### src/rtl/wb_write_queue_pkg.sv
// rtl/wb_write_queue_pkg.sv - shared register-file widths and queue entry type for the writeback queue
package wb_write_queue_pkg;

    localparam int RegNumLog2 = 5;
    localparam int RegAddrBus = RegNumLog2;
    localparam int RegBus     = 32;

    localparam logic                  WriteEnable  = 1'b1;
    localparam logic                  WriteDisable = 1'b0;
    localparam logic [RegBus-1:0]     ZeroWord     = '0;
    localparam logic [RegAddrBus-1:0] ZeroAddr     = '0;

    typedef struct packed {
        logic [RegAddrBus-1:0] addr;
        logic [RegBus-1:0]     data;
    } wbq_entry_t;

    // Register 0 is hardwired; writes to it never reach the register file.
    function automatic logic addr_live(input logic [RegAddrBus-1:0] a);
        return a != ZeroAddr;
    endfunction

endpackage

### src/rtl/wb_write_queue_fifo.sv
// rtl/wb_write_queue_fifo.sv - wbq_fifo: md result storage, pointers, count and per-entry squash bits (WBQ_HAZARD_EN exposes entries)
module wbq_fifo
    import wb_write_queue_pkg::*;
#(
    parameter int DEPTH = 4
) (
    input  logic                       clk,
    input  logic                       rst,
    input  logic                       push,
    input  wbq_entry_t                 push_entry,
    input  logic                       pop,
    input  logic                       squash_en,
    input  logic [RegAddrBus-1:0]      squash_addr,
    output logic                       head_valid,
    output wbq_entry_t                 head_entry,
    output logic [$clog2(DEPTH):0]     count
`ifdef WBQ_HAZARD_EN
    ,
    output logic [DEPTH-1:0]                 entry_valid,
    output logic [DEPTH-1:0][RegAddrBus-1:0] entry_addr
`endif
);

    localparam int PTR_W = $clog2(DEPTH);
    localparam int CNT_W = PTR_W + 1;

    logic [PTR_W-1:0]           rd_ptr_q, rd_ptr_d;
    logic [PTR_W-1:0]           wr_ptr_q, wr_ptr_d;
    logic [CNT_W-1:0]           count_q, count_d;
    logic [DEPTH-1:0]           valid_q, valid_d;
    wbq_entry_t [DEPTH-1:0]     mem_q, mem_d;

    // Valid bits double as occupancy-and-not-squashed: cleared on pop, set on push.
    always_comb begin
        rd_ptr_d = rd_ptr_q;
        wr_ptr_d = wr_ptr_q;
        count_d  = count_q + CNT_W'(push) - CNT_W'(pop);
        valid_d  = valid_q;
        mem_d    = mem_q;
        if (squash_en) begin
            for (int i = 0; i < DEPTH; i++) begin
                if (mem_q[i].addr == squash_addr) begin
                    valid_d[i] = 1'b0;
                end
            end
        end
        if (pop) begin
            valid_d[rd_ptr_q] = 1'b0;
            rd_ptr_d          = rd_ptr_q + PTR_W'(1);
        end
        if (push) begin
            mem_d[wr_ptr_q]   = push_entry;
            valid_d[wr_ptr_q] = 1'b1;
            wr_ptr_d          = wr_ptr_q + PTR_W'(1);
        end
    end

    always_ff @(posedge clk) begin
        if (rst) begin
            rd_ptr_q <= '0;
            wr_ptr_q <= '0;
            count_q  <= '0;
            valid_q  <= '0;
            mem_q    <= '0;
        end else begin
            rd_ptr_q <= rd_ptr_d;
            wr_ptr_q <= wr_ptr_d;
            count_q  <= count_d;
            valid_q  <= valid_d;
            mem_q    <= mem_d;
        end
    end

    assign head_valid = valid_q[rd_ptr_q];
    assign head_entry = mem_q[rd_ptr_q];
    assign count      = count_q;

`ifdef WBQ_HAZARD_EN
    always_comb begin
        entry_valid = valid_q;
        for (int i = 0; i < DEPTH; i++) begin
            entry_addr[i] = mem_q[i].addr;
        end
    end
`endif

endmodule

### src/rtl/wb_write_queue.sv
// rtl/wb_write_queue.sv - writeback port arbiter: ALU priority, queued mul/div results, squash (WBQ_HAZARD_EN adds read hazard outputs)
module wb_write_queue
    import wb_write_queue_pkg::*;
#(
    parameter int DEPTH = 4
) (
    input  logic                    clk,
    input  logic                    rst,
    input  logic                    alu_we,
    input  logic [RegAddrBus-1:0]   alu_waddr,
    input  logic [RegBus-1:0]       alu_wdata,
    input  logic                    md_valid,
    input  logic [RegAddrBus-1:0]   md_waddr,
    input  logic [RegBus-1:0]       md_wdata,
    output logic                    md_ready,
    output logic                    we,
    output logic [RegAddrBus-1:0]   waddr,
    output logic [RegBus-1:0]       wdata,
    output logic [$clog2(DEPTH):0]  q_count
`ifdef WBQ_HAZARD_EN
    ,
    input  logic                    re1,
    input  logic [RegAddrBus-1:0]   raddr1,
    input  logic                    re2,
    input  logic [RegAddrBus-1:0]   raddr2,
    output logic                    hazard1,
    output logic                    hazard2
`endif
);

    localparam int CNT_W = $clog2(DEPTH) + 1;

    logic                   alu_req;
    logic                   md_take;
    logic                   push;
    logic                   pop;
    logic                   head_valid;
    wbq_entry_t             head_entry;
    wbq_entry_t             push_entry;
    logic [CNT_W-1:0]       count;

    logic                   we_q, we_d;
    logic [RegAddrBus-1:0]  waddr_q, waddr_d;
    logic [RegBus-1:0]      wdata_q, wdata_d;

`ifdef WBQ_HAZARD_EN
    logic [DEPTH-1:0]                 entry_valid;
    logic [DEPTH-1:0][RegAddrBus-1:0] entry_addr;
`endif

    assign alu_req  = (alu_we == WriteEnable) && addr_live(alu_waddr);
    assign md_ready = !rst && (count < CNT_W'(DEPTH));
    assign md_take  = md_valid && md_ready;

    // The ALU write is younger, so an md result to the same register is dead on arrival.
    assign push = md_take && addr_live(md_waddr) && !(alu_req && (alu_waddr == md_waddr));
    assign pop  = !rst && !alu_req && (count != '0);

    assign push_entry = '{addr: md_waddr, data: md_wdata};

    wbq_fifo #(
        .DEPTH (DEPTH)
    ) u_fifo (
        .clk         (clk),
        .rst         (rst),
        .push        (push),
        .push_entry  (push_entry),
        .pop         (pop),
        .squash_en   (alu_req),
        .squash_addr (alu_waddr),
        .head_valid  (head_valid),
        .head_entry  (head_entry),
        .count       (count)
`ifdef WBQ_HAZARD_EN
        ,
        .entry_valid (entry_valid),
        .entry_addr  (entry_addr)
`endif
    );

    always_comb begin
        we_d    = WriteDisable;
        waddr_d = waddr_q;
        wdata_d = wdata_q;
        if (alu_req) begin
            we_d    = WriteEnable;
            waddr_d = alu_waddr;
            wdata_d = alu_wdata;
        end else if (pop && head_valid) begin
            we_d    = WriteEnable;
            waddr_d = head_entry.addr;
            wdata_d = head_entry.data;
        end
    end

    always_ff @(posedge clk) begin
        if (rst) begin
            we_q    <= WriteDisable;
            waddr_q <= ZeroAddr;
            wdata_q <= ZeroWord;
        end else begin
            we_q    <= we_d;
            waddr_q <= waddr_d;
            wdata_q <= wdata_d;
        end
    end

    assign we      = we_q;
    assign waddr   = waddr_q;
    assign wdata   = wdata_q;
    assign q_count = count;

`ifdef WBQ_HAZARD_EN
    logic hit1, hit2;

    always_comb begin
        hit1 = 1'b0;
        hit2 = 1'b0;
        for (int i = 0; i < DEPTH; i++) begin
            if (entry_valid[i] && (entry_addr[i] == raddr1)) hit1 = 1'b1;
            if (entry_valid[i] && (entry_addr[i] == raddr2)) hit2 = 1'b1;
        end
        hazard1 = re1 && addr_live(raddr1) && hit1;
        hazard2 = re2 && addr_live(raddr2) && hit2;
    end
`endif

endmodule
### config.mk
export PLATFORM = sky130hd
export DESIGN_NAME = wb_write_queue
export DESIGN_NICKNAME = d
export VERILOG_FILES = /design/src/rtl/wb_write_queue_pkg.sv /design/src/rtl/wb_write_queue_fifo.sv /design/src/rtl/wb_write_queue.sv
export SDC_FILE = /design/constraint.sdc
export NUM_CORES = 1
export LEC_CHECK = 0
export ABC_AREA = 0
export CAP_MARGIN = 25
export CORE_MARGIN = 10
export CORE_UTILIZATION = 45
export DETAILED_ROUTE_END_ITERATION = 12
export MAX_ROUTING_LAYER = met4
export PLACE_DENSITY = 0.73
export SLEW_MARGIN = 15
export SYNTH_ARGS = -nofsm -noshare
export SYNTH_HDL_FRONTEND = slang
export SYNTH_HIERARCHICAL = 1
export SYNTH_SLANG_ARGS = --single-unit
### constraint.sdc
create_clock -name clk -period 5.85 [get_ports clk]
set_input_delay 1.17 -clock clk [delete_from_list [all_inputs] [get_ports clk]]
set_output_delay 1.17 -clock clk [all_outputs]
set_load 0.01 [all_outputs]
# After elaboration in Yosys (flattened, before gate mapping)
# Cells that the tools add are included.
# Widths: inputs -> output; s select.
# totals
regBits	197
in_bits	78
out_inout_bits	42
elab_cells	74
# op_classes
n_addsub	4
n_lt_le_gt_ge	5
n_eq_ne	5
muxes	24
bitwise_logic	3
n_reduce_logical	18
# ops
operator	n
$bwmux 148	1
$bmux 37 s2	1
$demux 37 s2	1
$mux 37	2
$mux 32	2
$eq 5x5->1	5
$mux 4	3
$logic_and 1x1->1	11
$mux 5	2
$reduce_bool 5->1	2
$mux 1	9
$lt 2x3->1 const B	2
$add 2x1->2 const B	2
$and 4x4->4	1
$demux 1 s2	2
$ge 2x1->1 const B	2
$not 4->4	1
$or 4x4->4	1
$add 3x1->3	1
$logic_not 1->1	3
$lt 3x3->1 const B	1
$reduce_bool 3->1	1
$sub 3x1->3	1
$bmux 1 s2	1
$reduce_bool 2->1	1

# Longest topological paths before layout
# Gate-level depths: netlist (run 1).
# logic_depth
word_depth	9
mapped_depth	13

# Modules after synthesis
# Netlist (run 1), hierarchy kept.
# by_module_without_submodules
module	n_inst	cells_each	area_each_um2	seq_area_each_um2
wbq_fifo	1	776	6825.3	3183.1
wb_write_queue	1	244	2317.2	760.7

# Worst setup path after synthesis (run 1)
# OpenSTA, ideal clock, no wires.
# synth_timing
path_kind	input-to-reg
from	in alu_waddr[1]
to	reg u_fifo.count_q[2] (netlist: u_fifo/count[2])
setup_time_ps	128
arrival_time_ps	3263
t_required_ps	5722
path_slack_ps	2459
stages	13
path_buffers	1
path_cell_list	nor4_2 -> a21o_2 -> buf_4 -> inv_2 -> nor3_1 -> ha_1 -> inv_1 -> ha_1 -> inv_1 -> fa_1 -> xor2_1 -> xnor2_1 -> nor2_1
# synth_via
elab_cells_between_ends	11
classes_between	add/sub (2); eq/ne (1); reduce/logical (8)
# synth_rtl
element	line_no	rtl
start: declaration	wb_write_queue.sv:10	input logic [RegAddrBus-1:0] alu_waddr,
$reduce_bool 5->1	wb_write_queue_pkg.sv:20	return a != ZeroAddr;
$logic_and 1x1->1	wb_write_queue.sv:51	assign alu_req = (alu_we == WriteEnable) && addr_live(alu_waddr);
named net alu_req	wb_write_queue.sv:33	logic alu_req;
$logic_not 1->1	wb_write_queue.sv:57	assign pop = !rst && !alu_req && (count != '0);
$logic_and 1x1->1 (2 in series)	wb_write_queue.sv:57	
named net pop	wb_write_queue.sv:36	logic pop;
$sub 3x1->3	wb_write_queue_fifo.sv:37	count_d = count_q + CNT_W'(push) - CNT_W'(pop);
end signal: assignment	wb_write_queue_fifo.sv:68	count_q <= count_d;
end: declaration	wb_write_queue_fifo.sv:29	logic [CNT_W-1:0] count_q, count_d;
# The timed path passes the listed nets, and every way through them passes these cells.
# A chain may end at the register's enable or synchronous reset.

# Worst setup path in the final report (run 1)
# layout_timing
from	in alu_waddr[0]
to	reg u_fifo.count_q[2] (netlist: u_fifo/count[2])
# Same word-level chain as after synthesis.

==> results of run 1 <==
-- metal layers --
metal | track usage | vias to the layer above | share of wire
met5 | - | - | 0
met4 | 0.0529 | 0 | 0.010
met3 | 0.0450 | 18 | 0.079
met2 | 0.292 | 257 | 0.46
met1 | 0.247 | 3626 | 0.45
li1 | - | 3687 | -
-- layout make-up --
class	instances	area, um2
fillers	1748	9250
clock buffers	22	474
flip-flops and latches	197	3950
multi-input cells	722	4590
repair buffers	131	1280
inverters	10	37.5
diodes	5	12.5
well taps	270	338
clock inverters	9	174
-- worst max-delay path: cells and delay by family --
family	cells	cell delay, ns
buf+inv	6	1.54
fa+ha+maj	3	0.74
xor+xnor	2	0.30
compound gates	1	0.24
simple gates	2	0.23
-- worst paths after layout --
check             cells after the start                to              from
setup / recovery                     14   u_fifo/count[2]      alu_waddr[0]
hold / removal                        2  u_fifo/mem_q[76]  u_fifo/mem_q[76]
setup reg to reg                     12   u_fifo/count[2]   u_fifo/count[2]
hold reg to reg                       2  u_fifo/mem_q[76]  u_fifo/mem_q[76]
-- cell families (layout without fill, tap and decap cells) --
group	count (synthesis)	after routing	synth area share
compound gates	270	270	0.196
fa+ha+maj	11	11	0.0159
flops	197	197	0.431
other cells	0	5	0
simple gates	372	372	0.165
mux	40	40	0.0958
xor+xnor	29	29	0.0278
buf+inv	101	172	0.0682
-- layout by cell type, fill, tap and decap left out, types with 3 or more instances in the layout --
master             n
dfxtp_1          195
xor2_1            26
nand3_1           37
xnor2_1            3
a311oi_2          30
a311oi_1          11
nand2_2            4
nor4_1             4
and2_4             4
mux4_2            38
o21ai_1            7
diode_2            5
ha_1              10
clkbuf_16         17
clkinv_2           3
a21oi_1          153
o21ai_0           30
nor2_1            12
clkbuf_8           3
a211oi_1          36
bufinv_16          5
buf_4             12
nor3_1             3
inv_1              8
clkdlybuf4s50_1  118
nand2_1          301
-- cell usage after synthesis, types with 8 or more instances --
library cell / count / area share
buf_2: 38 / 0.021
nand2_1: 301 / 0.12
ha_1: 10 / 0.014
a311oi_1: 11 / 0.011
a311oi_2: 30 / 0.049
o21ai_0: 30 / 0.016
inv_1: 8 / 0.0033
a211oi_1: 36 / 0.030
buf_6: 11 / 0.014
buf_4: 9 / 0.0074
a21oi_1: 153 / 0.084
xor2_1: 26 / 0.025
nor2_1: 12 / 0.0049
clkbuf_1: 22 / 0.0090
dfxtp_1: 197 / 0.43
nand3_1: 37 / 0.020
mux4_2: 38 / 0.094
-- where the power goes --
group	total, mW	switching (mW)	internal (mW)
Sequential	1.45	0.0414	1.40
Combinational	0.628	0.381	0.246
Clock	1.29	0.498	0.790
-- through the flow --
step	cell area, um2	utilization
floorplan	9140	-
global placement	10200	0.507
detailed placement	10200	0.507
CTS	10800	0.539
global route	10900	0.540
finish	10900	0.540
-- state kept, by name, indices dropped and copies added (netlist names) --
signal	count
u_fifo/mem_q	148
wdata	32
waddr	5
u_fifo/valid_q	4
u_fifo/count	3
u_fifo/rd_ptr_q	2
u_fifo/wr_ptr_q	2
we	1
==> results.cfg, run 1 <==
[worst_setup_path]
path_class = in2reg
critPathMaxFanout = 37
start_kind = input port
crit_arrival_ns = 4.25
reg2reg_slack_ns = 3.20
slowest_delay_ns = 0.61
required_ns = 6.13
worstSetupEndpointType = register
crit_path_top_delay_cell = clkdlybuf4s50_1
crit_chain = clkdlybuf4s50_1, inv_2, a21o_2, inv_2, nor3_1, buf_4, ha_1, inv_1, ha_1, inv_1, fa_1, xor2_1, xnor2_1, nor2_1

[die]
die_area_um2 = 26400
rows = 52
core_area_um2 = 20100
start_util = 0.455
dieWidth_um = 163
io_pins = 120
die_y_um = 163

[placed_design]
preCtsSetupSlack_ns = 1.47
place_inst = 1330
gp_congestion = 0.863
port_buffers = 119
dp_hpwl_um = 15400

[clock_tree]
cts_tree = yes
cts.sinks = 197
h-tree-depth = 4
cts-root-buf = clkbuf_16
clock_latency_ns = 0.43
clockBufferDepth = 2
cts_resized = 0
post_cts_buffers = 0
clk_pin_slew_worst_paths_ns = 0.07
cts_hold_buf = 0
numCtsBuffers = 17

[pwr]
power_mw = 3.36
max-vdd-ir-drop_uv = 173
leakage_nw = 3.48
powerDensity_nw_per_um2 = 310

[synth]
syn_avg_cell_area_um2 = 8.96
ys_ff_latch = 197
yosysWarnings = 6
syn-num-nets = 1109
yosysSeqAreaShare = 0.431
synth_flop_cell = dfxtp_1
synthArstFlopShare = 0
synth.distinct_cells = 38
synth_area_um2 = 9140
synth-edff-count = 0
synthCells = 1020

[finish]
drive_above_1_share = 0.115
stdcell_count = 1366
fin_nets = 1168
area_growth_pct = 18.7

[timing]
fin_crit_ns = 3.98
setup-tns-final_ns = 0
worst_pin_slew_ns = 0.979
setup_violations = 0
finClkSkew_ns = 0.00706
rsz0062_at_grt = no
finalCritPeriodShare = 0.680
relSlewSlack = 0.347
final-hold-violation-count = 0
setup_ws_ns = 1.87
holdWs_ns = 0.454
clock.fmax_ghz = 0.252
slew_viol_final = 0

[route]
post_drt_wl_per_cell_um = 18.4
routed_wl_um = 25200
drt_iter0_drc = 667
viasPerCell = 5.55
antenna_left = 0
vias = 7588
dr.pass1.iters = 5
drcViolationCount = 0

[global_routing]
grt_max_degree = 126
grt_pass1_wl_um = 40000
overflow = 0
first_global_vias = 7475
gr-usage-all-layers = 0.190
antenna_found_initial = 5

[min_path]
hold_path_class = reg2reg

[status]
status = finished clean

[job]
drv_cap = 0
No activity file was read; power rests on OpenSTA's default activity.
==> inputs of run 2 (changes only) <==
--- a/config.mk
+++ b/config.mk
@@ -11,7 +11,7 @@
 export CORE_UTILIZATION = 45
 export DETAILED_ROUTE_END_ITERATION = 12
 export MAX_ROUTING_LAYER = met4
-export PLACE_DENSITY = 0.73
+export PLACE_DENSITY = 0.76
 export SLEW_MARGIN = 15
 export SYNTH_ARGS = -nofsm -noshare
 export SYNTH_HDL_FRONTEND = slang
==> constraint.sdc (replaced) <==
create_clock -name clk -period 3.4 [get_ports clk]
set_input_delay 0.68 -clock clk [delete_from_list [all_inputs] [get_ports clk]]
set_output_delay 0.68 -clock clk [all_outputs]
set_load 0.01 [all_outputs]
==> results.cfg, run 2 (synthesis gave the netlist of run 1 again) <==
[pwr]
clockPowerShare = 0.349
p_sw_mw = 1.64
powerDensity_nw_per_um2 = 501
seqPwrFrac = 0.452
power_mw = 5.53
power_frac_comb = 0.199
max-vdd-ir-drop_uv = 348
leakage_nw = 3.58
internal_power_mw = 3.88
p_sw_frac = 0.298

[route]
dr.pass1.iters = 5
viasPerCell = 5.63
routed_wl_um = 25300
vias = 7818
antenna_left = 0
drt_iter0_drc = 793
drcViolationCount = 0
post_drt_wl_per_cell_um = 18.2

[timing]
clock.fmax_ghz = 0.340
slew_viol_final = 0
relSlewSlack = 0.335
setup_violations = 0
finalCritPeriodShare = 0.864
final-hold-violation-count = 0
holdWs_ns = 0.454
fin_crit_ns = 2.94
worst_pin_slew_ns = 0.997
rsz0062_at_grt = no
finClkSkew_ns = 0.00676
setup-tns-final_ns = 0
setup_ws_ns = 0.461

[worst_setup_path]
start_kind = input port
crit_start = alu_waddr[1]
r2r-end = wdata[25]
slowest_delay_ns = 0.46
rr_startpoint = u_fifo/rd_ptr_q[1]
path_class = in2reg
required_ns = 3.69
rr_worst_depth = 5
crit_path_top_delay_cell = clkdlybuf4s50_1
crit_arrival_ns = 3.22
cp-endpoint = u_fifo/count[2]
worstSetupEndpointType = register
crit_chain = clkdlybuf4s50_1, nor4_4, a21o_2, inv_2, nor3_1, ha_1, inv_1, ha_1, inv_1, fa_1, xor2_1, xnor2_1, nor2_1
critPathMaxFanout = 6
reg2reg_slack_ns = 1.19

[die]
dieWidth_um = 163
io_pins = 120
rows = 52
die_y_um = 163
die_area_um2 = 26400
start_util = 0.455
core_area_um2 = 20100

[finish]
final_cell_mix = nand2_1 (301), dfxtp_1 (195), a21oi_1 (153), clkdlybuf4s50_1 (118), mux4_2 (38)
largest_register_ff_count = 148
area_growth_pct = 20.6
fin_nets = 1192
n_fill_cell = 1714
stdcell_count = 1388
final_util = 0.548
multiInputGateArea_um2 = 4590
seq_area_um2 = 3950
fin_area_um2 = 11000
mostFrequentLayoutCell = nand2_1
drive_above_1_share = 0.137
largest-register = u_fifo/mem_q

[global_routing]
overflow = 0
grt_pass1_wl_um = 40400
gr-usage-all-layers = 0.192
first_global_vias = 7464
antenna_found_initial = 2
grt_max_degree = 91

[placed_design]
place_area_um2 = 10500
place_inst = 1354
port_buffers = 119
dp_hpwl_um = 16600
gp_congestion = 0.884
preCtsSetupSlack_ns = 0.0374

[job]
drv_cap = 0

[clock_tree]
cts.sinks = 197
clock_latency_ns = 0.44
clk_pin_slew_worst_paths_ns = 0.07
cts-root-buf = clkbuf_16
cts_resized = 0
numCtsBuffers = 17
cts_tree = yes
cts_hold_buf = 0
post_cts_buffers = 0
clockBufferDepth = 2
h-tree-depth = 4

[status]
status = finished clean

[min_path]
hold_path_class = reg2reg
==> run 2: changes by cell type in the layout (fill, tap and decap cells not counted) <==
cell	before	now
bufinv_16	5	1
diode_2	5	2
clkinv_2	3	6
buf_12	0	7
clkbuf_8	3	0
clkinvlp_4	0	1
buf_4	12	29
clkbuf_1	2	0
inv_6	0	6
==> run 2: per-layer routing <==
layer,GRT usage,wire length [um]
met5,-,0
met3,0.0478,2240
met2,0.290,11600
met4,0.0529,296
met1,0.250,11200
==> run 2: layout make-up <==
| type | instances | share of cell area |
|---|---|---|
| Multi-Input combinational cell | 722 | 0.417 |
| Timing Repair Buffer | 155 | 0.141 |
| Clock buffer | 17 | 0.0386 |
| Tap cell | 270 | 0.0306 |
| Clock inverter | 15 | 0.0117 |
| Inverter | 10 | 0.00341 |
| Sequential cell | 197 | 0.358 |
| Antenna cell | 2 | 0.000454 |
==> run 2: worst min path at each step <==
stage                 startpoint                 to  cells past startpoint
5_1_grt         u_fifo/mem_q[89]   u_fifo/mem_q[89]                      2
3_5_place_dp   u_fifo/mem_q[113]  u_fifo/mem_q[113]                      2
6_report        u_fifo/mem_q[61]   u_fifo/mem_q[61]                      2
2_1_floorplan  u_fifo/mem_q[105]  u_fifo/mem_q[105]                      2
3_3_place_gp   u_fifo/mem_q[103]  u_fifo/mem_q[103]                      2
4_1_cts        u_fifo/mem_q[113]  u_fifo/mem_q[113]                      2
==> run 2: critical path: cells and delay by family <==
family          cells  cell delay, ns
buf+inv             4            0.64
simple gates        3            0.62
xor+xnor            2            0.32
fa+ha+maj           3            0.78
compound gates      1            0.18
==> run 2: power by group through the flow <==
| stage | registers (mW) | clock network, mW | logic [mW] |
|---|---|---|---|
| floorplan | 2.54 | 0 | 0.686 |
| global placement | 2.54 | 0 | 1.08 |
| detailed placement | 2.55 | 0 | 1.09 |
| CTS | 2.50 | 1.95 | 1.09 |
| global route | 2.51 | 2.04 | 1.19 |
| finish | 2.50 | 1.93 | 1.10 |
==> inputs of run 3 (changes only) <==
--- a/config.mk
+++ b/config.mk
@@ -6,9 +6,11 @@
 export NUM_CORES = 1
 export LEC_CHECK = 0
 export ABC_AREA = 0
+export ABC_CLOCK_PERIOD_IN_PS = 3400
 export CAP_MARGIN = 25
 export CORE_MARGIN = 10
 export CORE_UTILIZATION = 45
+export CTS_CLUSTER_DIAMETER = 60
 export DETAILED_ROUTE_END_ITERATION = 12
 export MAX_ROUTING_LAYER = met4
 export PLACE_DENSITY = 0.76
==> results of run 3 <==
Final layout, timing and power as in run 2 (identical DEF).
